$ cat src/rtl/mips_board_top.sv
`timescale 1ns/1ps
// Board top: debounced active-low keys drive a 32-bit result register R shown on LEDs, tubes and UART.
// Latency: key falling edge to R update is 2 + DEBOUNCE_CYCLES + 1 clocks; UART start bit 1 clock later.
// Backpressure: none on inputs; UART keeps one pending snapshot, newer requests overwrite it.
module mips_board_top #(
  parameter int DEBOUNCE_CYCLES = 4,
  parameter int SCAN_BITS       = 4,
  parameter int BAUD_DIV        = 16
) (
  input  logic        clk_in,
  input  logic        sys_rstn,
  input  logic        uart_rxd,
  output logic        uart_txd,
  input  logic [7:0]  dip_switch0,
  input  logic [7:0]  dip_switch1,
  input  logic [7:0]  dip_switch2,
  input  logic [7:0]  dip_switch3,
  input  logic [7:0]  dip_switch4,
  input  logic [7:0]  dip_switch5,
  input  logic [7:0]  dip_switch6,
  input  logic [7:0]  dip_switch7,
  input  logic [7:0]  user_key,
  output logic [31:0] led_light,
  output logic [7:0]  digital_tube0,
  output logic [7:0]  digital_tube1,
  output logic [3:0]  digital_tube_sel0,
  output logic [3:0]  digital_tube_sel1,
  output logic [7:0]  digital_tube2,
  output logic        digital_tube_sel2
);

  localparam int DCW = $clog2(DEBOUNCE_CYCLES + 1);
  localparam int BCW = $clog2(BAUD_DIV + 1);
  localparam int SCW = SCAN_BITS + 2;

  typedef enum logic {TX_IDLE, TX_SEND} tx_state_e;

  // The receive pin has no function on this image.
  logic unused_rxd;
  assign unused_rxd = uart_rxd;

  // ---------------------------------------------------------------- keys
  logic [7:0]     sync1_q, sync1_d;
  logic [7:0]     sync2_q, sync2_d;
  logic [7:0]     stable_q, stable_d;
  logic [7:0]     hist_q, hist_d;
  logic [DCW-1:0] deb_cnt_q [8];
  logic [DCW-1:0] deb_cnt_d [8];
  logic [7:0]     press;

  // Synchronize, then accept a new level only after DEBOUNCE_CYCLES identical differing samples.
  always_comb begin
    sync1_d  = user_key;
    sync2_d  = sync1_q;
    hist_d   = stable_q;
    stable_d = stable_q;
    for (int k = 0; k < 8; k++) begin
      deb_cnt_d[k] = '0;
      if (sync2_q[k] != stable_q[k]) begin
        if (deb_cnt_q[k] == DCW'(DEBOUNCE_CYCLES - 1)) begin
          stable_d[k] = sync2_q[k];
        end else begin
          deb_cnt_d[k] = deb_cnt_q[k] + 1'b1;
        end
      end
    end
  end

  // Key pipeline state; every key reads "released" (1) out of reset.
  always_ff @(posedge clk_in or negedge sys_rstn) begin
    if (!sys_rstn) begin
      sync1_q  <= 8'hFF;
      sync2_q  <= 8'hFF;
      stable_q <= 8'hFF;
      hist_q   <= 8'hFF;
      for (int k = 0; k < 8; k++) deb_cnt_q[k] <= '0;
    end else begin
      sync1_q  <= sync1_d;
      sync2_q  <= sync2_d;
      stable_q <= stable_d;
      hist_q   <= hist_d;
      for (int k = 0; k < 8; k++) deb_cnt_q[k] <= deb_cnt_d[k];
    end
  end

  // A press is a debounced 1->0 transition; releases produce nothing.
  assign press = hist_q & ~stable_q;

  // ---------------------------------------------------------------- command execution
  logic        cmd_vld;
  logic [2:0]  cmd_idx;
  logic [31:0] a_op, b_op;
  logic [31:0] r_q, r_d;
  logic [3:0]  op_q, op_d;

  assign a_op = ~{dip_switch3, dip_switch2, dip_switch1, dip_switch0};
  assign b_op = ~{dip_switch7, dip_switch6, dip_switch5, dip_switch4};

  // Pick the lowest-index press; scanning downward lets the lowest index overwrite the rest.
  always_comb begin
    cmd_vld = 1'b0;
    cmd_idx = 3'd0;
    for (int k = 7; k >= 0; k--) begin
      if (press[k]) begin
        cmd_vld = 1'b1;
        cmd_idx = 3'(k);
      end
    end
  end

  // Execute the selected command on R with operands sampled this cycle.
  always_comb begin
    r_d  = r_q;
    op_d = op_q;
    if (cmd_vld) begin
      op_d = {1'b0, cmd_idx};
      case (cmd_idx)
        3'd0:    r_d = r_q + 32'd1;
        3'd1:    r_d = a_op + b_op;
        3'd2:    r_d = a_op - b_op;
        3'd3:    r_d = a_op & b_op;
        3'd4:    r_d = a_op | b_op;
        3'd5:    r_d = a_op ^ b_op;
        3'd6:    r_d = a_op << b_op[4:0];
        default: r_d = 32'd0;
      endcase
    end
  end

  // Result and last-op registers.
  always_ff @(posedge clk_in or negedge sys_rstn) begin
    if (!sys_rstn) begin
      r_q  <= 32'd0;
      op_q <= 4'd0;
    end else begin
      r_q  <= r_d;
      op_q <= op_d;
    end
  end

  assign led_light = ~r_q;

  // ---------------------------------------------------------------- UART transmit
  logic        pend_vld_q, pend_vld_d;
  logic [31:0] pend_dat_q, pend_dat_d;
  logic        tx_load;
  logic [39:0] tx_frame;
  tx_state_e   tx_state_q;
  logic        txd_q;
  logic [38:0] tx_shreg_q;
  logic [5:0]  tx_bit_q;
  logic [BCW-1:0] tx_baud_q;

  assign tx_load = (tx_state_q == TX_IDLE) && pend_vld_q;

  // Four 8N1 bytes, MSB byte first, laid out in line order from bit 0 upward.
  assign tx_frame = {1'b1, pend_dat_q[7:0],   1'b0,
                     1'b1, pend_dat_q[15:8],  1'b0,
                     1'b1, pend_dat_q[23:16], 1'b0,
                     1'b1, pend_dat_q[31:24], 1'b0};

  // One-deep request slot: consumed when the transmitter starts, overwritten by any new command.
  always_comb begin
    pend_vld_d = pend_vld_q;
    pend_dat_d = pend_dat_q;
    if (tx_load) pend_vld_d = 1'b0;
    if (cmd_vld) begin
      pend_vld_d = 1'b1;
      pend_dat_d = r_d;
    end
  end

  // Pending slot registers; reset drops any queued snapshot.
  always_ff @(posedge clk_in or negedge sys_rstn) begin
    if (!sys_rstn) begin
      pend_vld_q <= 1'b0;
      pend_dat_q <= 32'd0;
    end else begin
      pend_vld_q <= pend_vld_d;
      pend_dat_q <= pend_dat_d;
    end
  end

  // Transmit FSM: shifts the 40-bit frame out, BAUD_DIV clocks per bit, line registered.
  always_ff @(posedge clk_in or negedge sys_rstn) begin
    if (!sys_rstn) begin
      tx_state_q <= TX_IDLE;
      txd_q      <= 1'b1;
      tx_shreg_q <= '0;
      tx_bit_q   <= 6'd0;
      tx_baud_q  <= '0;
    end else begin
      case (tx_state_q)
        TX_IDLE: begin
          if (pend_vld_q) begin
            tx_state_q <= TX_SEND;
            txd_q      <= tx_frame[0];
            tx_shreg_q <= tx_frame[39:1];
            tx_bit_q   <= 6'd0;
            tx_baud_q  <= '0;
          end
        end
        default: begin
          if (tx_baud_q == BCW'(BAUD_DIV - 1)) begin
            tx_baud_q <= '0;
            if (tx_bit_q == 6'd39) begin
              tx_state_q <= TX_IDLE;
              txd_q      <= 1'b1;
            end else begin
              txd_q      <= tx_shreg_q[0];
              tx_shreg_q <= {1'b0, tx_shreg_q[38:1]};
              tx_bit_q   <= tx_bit_q + 6'd1;
            end
          end else begin
            tx_baud_q <= tx_baud_q + 1'b1;
          end
        end
      endcase
    end
  end

  assign uart_txd = txd_q;

  // ---------------------------------------------------------------- seven-segment display
  logic [SCW-1:0] scan_cnt_q, scan_cnt_d;
  logic [1:0]     scan_idx;
  logic [3:0]     nib_lo, nib_hi;

  function automatic logic [7:0] hex7(input logic [3:0] v);
    logic [7:0] s;
    case (v)
      4'h0: s = 8'hC0;
      4'h1: s = 8'hF9;
      4'h2: s = 8'hA4;
      4'h3: s = 8'hB0;
      4'h4: s = 8'h99;
      4'h5: s = 8'h92;
      4'h6: s = 8'h82;
      4'h7: s = 8'hF8;
      4'h8: s = 8'h80;
      4'h9: s = 8'h90;
      4'hA: s = 8'h88;
      4'hB: s = 8'h83;
      4'hC: s = 8'hC6;
      4'hD: s = 8'hA1;
      4'hE: s = 8'h86;
      default: s = 8'h8E;
    endcase
    return s;
  endfunction

  // Free-running scan counter; its top two bits are the digit index.
  always_comb begin
    scan_cnt_d = scan_cnt_q + 1'b1;
  end

  // Scan counter register.
  always_ff @(posedge clk_in or negedge sys_rstn) begin
    if (!sys_rstn) scan_cnt_q <= '0;
    else           scan_cnt_q <= scan_cnt_d;
  end

  assign scan_idx = scan_cnt_q[SCW-1 -: 2];

  // Select the nibble of R for the active digit on both four-digit tubes.
  always_comb begin
    nib_lo = r_q[3:0];
    nib_hi = r_q[19:16];
    case (scan_idx)
      2'd1: begin nib_lo = r_q[7:4];   nib_hi = r_q[23:20]; end
      2'd2: begin nib_lo = r_q[11:8];  nib_hi = r_q[27:24]; end
      2'd3: begin nib_lo = r_q[15:12]; nib_hi = r_q[31:28]; end
      default: begin nib_lo = r_q[3:0]; nib_hi = r_q[19:16]; end
    endcase
  end

  assign digital_tube0     = hex7(nib_lo);
  assign digital_tube1     = hex7(nib_hi);
  assign digital_tube_sel0 = 4'b0001 << scan_idx;
  assign digital_tube_sel1 = 4'b0001 << scan_idx;
  assign digital_tube2     = hex7(op_q);
  assign digital_tube_sel2 = 1'b1;

endmodule

$ cat config.mk
export PLATFORM = sky130hd
export DESIGN_NAME = mips_board_top
export DESIGN_NICKNAME = d
export VERILOG_FILES = /design/src/rtl/mips_board_top.sv
export SDC_FILE = /design/constraint.sdc
export NUM_CORES = 1
export LEC_CHECK = 0
export BUFFER_PORTS_ARGS = -buffer_cell sky130_fd_sc_hd__buf_2
export CAP_MARGIN = 20
export CORE_MARGIN = 4
export CORE_UTILIZATION = 50
export DETAILED_ROUTE_END_ITERATION = 8
export PLACE_DENSITY_LB_ADDON = 0.12
export SLEW_MARGIN = 20
export SYNTH_ARGS = -nofsm -noshare
export SYNTH_HDL_FRONTEND = slang
export SYNTH_SLANG_ARGS = --single-unit
$ cat constraint.sdc
create_clock -name clk_in -period 5.4 [get_ports clk_in]
set_clock_uncertainty 0.2 [all_clocks]
set_input_delay 0 -clock clk_in [delete_from_list [all_inputs] [get_ports clk_in]]
set_output_delay 0 -clock clk_in [all_outputs]
set_load 0.01 [all_outputs]
==> impl_metrics.env <==
export IMPL_placed_area_mm2=0.01614
export IMPL_port_buffer_count=135
export IMPL_dp_cells=2154
export IMPL_tightestPinTransition_ps=1029
export IMPL_yosysSeqAreaShare_pct=30.42
export IMPL_run_status="finished clean"
export IMPL_boundaryPins=141
export IMPL_ff2ff_setup_slack_ps=740
export IMPL_tritoncts="yes"
export IMPL_highest_signal_layer="met4"
export IMPL_netlist_area_leader_share_pct=24.68
export IMPL_drive_above_1_share_pct=18.06
export IMPL_area_used_by_multi_input_combinational_logic_mm2=0.009614
export IMPL_final_area_mm2=0.01702
export IMPL_worst_ep_required_time_ps=5530
export IMPL_grt_use_total_pct=28.78
export IMPL_start_util_pct=50.83
export IMPL_timing_critical_path_to_type="flip-flop"
export IMPL_cp_common_cell="a21o_1"
export IMPL_number_of_fill_cells=2711
export IMPL_cellPowerDensity_mw_per_mm2=625.6
export IMPL_synth_seq_cells=182
export IMPL_ys_dominant_reg_cell="dfrtp_1"
export IMPL_fp_dieW_um=181.8
export IMPL_met3WireLength_um=4228
export IMPL_design_core_area_mm2=0.02972
export IMPL_syn_cell_area_mm2=0.01511
export IMPL_grt_setup_unrepaired="no"
export IMPL_insertedDiodeCount=0
export IMPL_leakagePower_nw=8.154
export IMPL_maxCapViolations=0
export IMPL_grt_pass1_wl_um=75020
export IMPL_criticalPathCategory="flip-flop to flip-flop"
export IMPL_critical_path_peak_fanout=13
export IMPL_cp_data_arrival_time_ps=4790
export IMPL_detailedRoute_firstPassIterationCount=6
export IMPL_route_detailed_drc=0
export IMPL_final_routed_wirelength_across_all_metal_layers_um=48710
export IMPL_synth_warning_count=0
export IMPL_synthesis_instances=1685
export IMPL_h_tree_depth=4
export IMPL_min_period_over_period_pct=86.25
export IMPL_flow_area_growth_from_synthesis_pct=12.70
export IMPL_final_min_clock_period_ps=4658
export IMPL_grt_antenna_before_repair=0
export IMPL_worst_path_max_delay_cell="nor3_2"
export IMPL_cts_buffers=17
export IMPL_wl_met1_um=21760
export IMPL_regArea_mm2=0.004597
export IMPL_final_hold_violation_count=0
export IMPL_clock_tree_root_cell="clkbuf_16"
export IMPL_syn_area_per_cell_um2=8.965
export IMPL_edff_count_synth=0
export IMPL_vias=13520
export IMPL_cell_by_cell_listing_of_the_critical_path="nor2b_1 > nor3_2 > nor2_1 > xnor2_1 > ha_1 > a21o_1 > o21bai_1 > a221oi_1 > o21ai_0 > or2_2 > a311oi_1 > buf_4 > o22ai_1 > a21o_1"
export IMPL_most_used_cells_in_the_layout_excluding_fill_and_tap_cells="nand2_1, dfrtp_1, buf_2"
export IMPL_estimated_wirelength_of_the_detail_placed_design_um=37450
export IMPL_layout_nets=2012
export IMPL_maxSlewHeadroom_pct=31.05
export IMPL_grt_overflow=0
export IMPL_drt_iter0_markers=1713
export IMPL_synthArstFlopShare_pct=100.0
export IMPL_max_freq_ghz=0.2147
export IMPL_netlist_cell_type_count=87
export IMPL_stdcell_count=2206
export IMPL_clock_insertion_delay_worst_skew_ps=440
export IMPL_first_global_vias=12900
export IMPL_cts_buffer_depth=2
export IMPL_wl_met2_um=21410
export IMPL_cts_reportedPaths_clkPinSlew_ps=80
export IMPL_mostFrequentLayoutCell="nand2_1"
export IMPL_slowest_delay_ps=770
export IMPL_largest_net_degree_at_the_start_of_global_routing=70
export IMPL_number_of_clock_sinks_seen_by_cts=182
export IMPL_detail_route_vias_per_cell=6.127
export IMPL_worst_case_vdd_ir_drop_mv=0.3676
export IMPL_report_final_slew_viol_count=0
export IMPL_place_gp_congestion=0.9658
export IMPL_critical_path_startpoint_type="flip-flop"
export IMPL_detail_route_antenna_nets=0
export IMPL_post_layout_power_mw=10.65
export IMPL_die_h_um=181.8
export IMPL_setup_tns_ps=0
export IMPL_die_area_mm2=0.03306
export IMPL_rows=63
export IMPL_post_drt_wl_per_cell_um=22.08
export IMPL_yosys_area_top_type="dfrtp_1"
export IMPL_ys_top_cells_by_area="dfrtp_1, ha_1, dfstp_2, mux4_2, nand2_1"
export IMPL_final_setup_viol_count=0
export IMPL_min_path_type="input pin to flip-flop"
-- layer usage --
| layer | vias up | GRT usage, % |
|---|---|---|
| li1 | 6294 | - |
| met3 | 89 | 5.288 |
| met2 | 633 | 43.32 |
| met1 | 6501 | 42.71 |
| met5 | - | 0 |
| met4 | 0 | 7.745 |
-- registers in the layout, indices dropped and copies added (netlist names), 8 cells and up --
| name | flops |
|---|---|
| deb_cnt_q | 24 |
| hist_d | 8 |
| hist_q | 8 |
| pend_dat_q | 32 |
| r_q | 32 |
| sync1_q | 8 |
| sync2_q | 8 |
| tx_shreg_q | 39 |
-- path summary, 6_finish.rpt --
path / from / endpoint / cells after the start
max in group asynchronous: sys_rstn / tx_shreg_q[14]$_DFFE_PN0P_ / 4
hold / removal: user_key[0] / sync1_q[0]$_DFF_PN1_ / 2
setup reg to reg: hist_d[0]$_DFFE_PN1P_ / pend_dat_q[31]$_DFFE_PN0N_ / 14
hold reg to reg: sync1_q[1]$_DFF_PN1_ / sync2_q[1]$_DFF_PN1_ / 0
setup / recovery: hist_d[0]$_DFFE_PN1P_ / pend_dat_q[31]$_DFFE_PN0N_ / 14
min in group asynchronous: sys_rstn / uart_txd$_DFFE_PN1P_ / 3
-- area by class of cell --
cell class,instances,share of cell area [%]
multi-input cells,1289,56.48
flip-flops and latches,182,27.00
repair buffers,194,7.092
well taps,390,2.866
inverters,119,2.624
clock buffers,17,2.499
clock inverters,15,1.441
-- where the power goes --
| part | total [mW] | switching [mW] | internal, mW |
|---|---|---|---|
| logic | 6.78 | 4.16 | 2.62 |
| clock network | 1.38 | 0.611 | 0.768 |
| registers | 2.49 | 0.489 | 2.00 |
-- cells in the mapped netlist, drive strengths merged, types with 5 or more instances --
cell,number
a31oi,29
ha,133
nand4,13
nand2b,19
and2,13
buf,34
o22ai,27
inv,119
mux4,39
a211oi,15
and4,13
a222oi,5
a41oi,6
o211ai,23
mux2,21
and3,13
nor3,31
a22oi,23
a22o,8
a32oi,6
a221oi,7
xnor2,86
xor2,13
nand2,207
o21ai,110
dfrtp,149
nand3,61
or3,10
mux2i,62
dfstp,33
nor3b,9
o221ai,5
clkbuf,63
nor2b,29
nor2,71
o31ai,6
a21boi,6
a21o,55
o21a,8
a21oi,58
-- worst max-delay path, delay by kind of cell, from the launching register on --
family                     cells  cell delay, ps
and+or+nand+nor                4            1330
adders and majority gates      1             410
xor gates and xnor gates       1             170
DFF                            1             580
buffers and inverters          1             190
AOI/OAI and AO/OA              7            1670
-- through the flow --
step | utilization (%) | hold WS [ps] | setup WS, ps
final | 57.29 | 30.29 | 742.4
after global routing | 57.29 | 34.11 | 436.5
after CTS | 57.29 | 4.905 | 818.4
after detailed placement | 54.30 | -206.5 | 766.3
after global placement | 54.23 | -203.9 | 864.3
after floorplan | - | -495.6 | 1410
-- timing repair --
item | CTS | global route
hold buffers | 20 | 0
gates resized for setup | 0 | 0
endpoints found under the setup margin | 0 | 0
setup buffers | 0 | 0
hold endpoints to repair | 64 | 0
-- kinds of logic after synthesis --
logic type                 Yosys count  share of synthesized area [%]
buffers and inverters              217                          6.196
muxes                              122                          11.51
other                                1                        0.02483
AOI/OAI and AO/OA                  427                          18.93
xor gates and xnor gates            99                          5.740
and+or+nand+nor                    503                          16.03
adders and majority gates          134                          11.15
DFF                                182                          30.42
No activity file was read; power rests on OpenSTA's default activity.
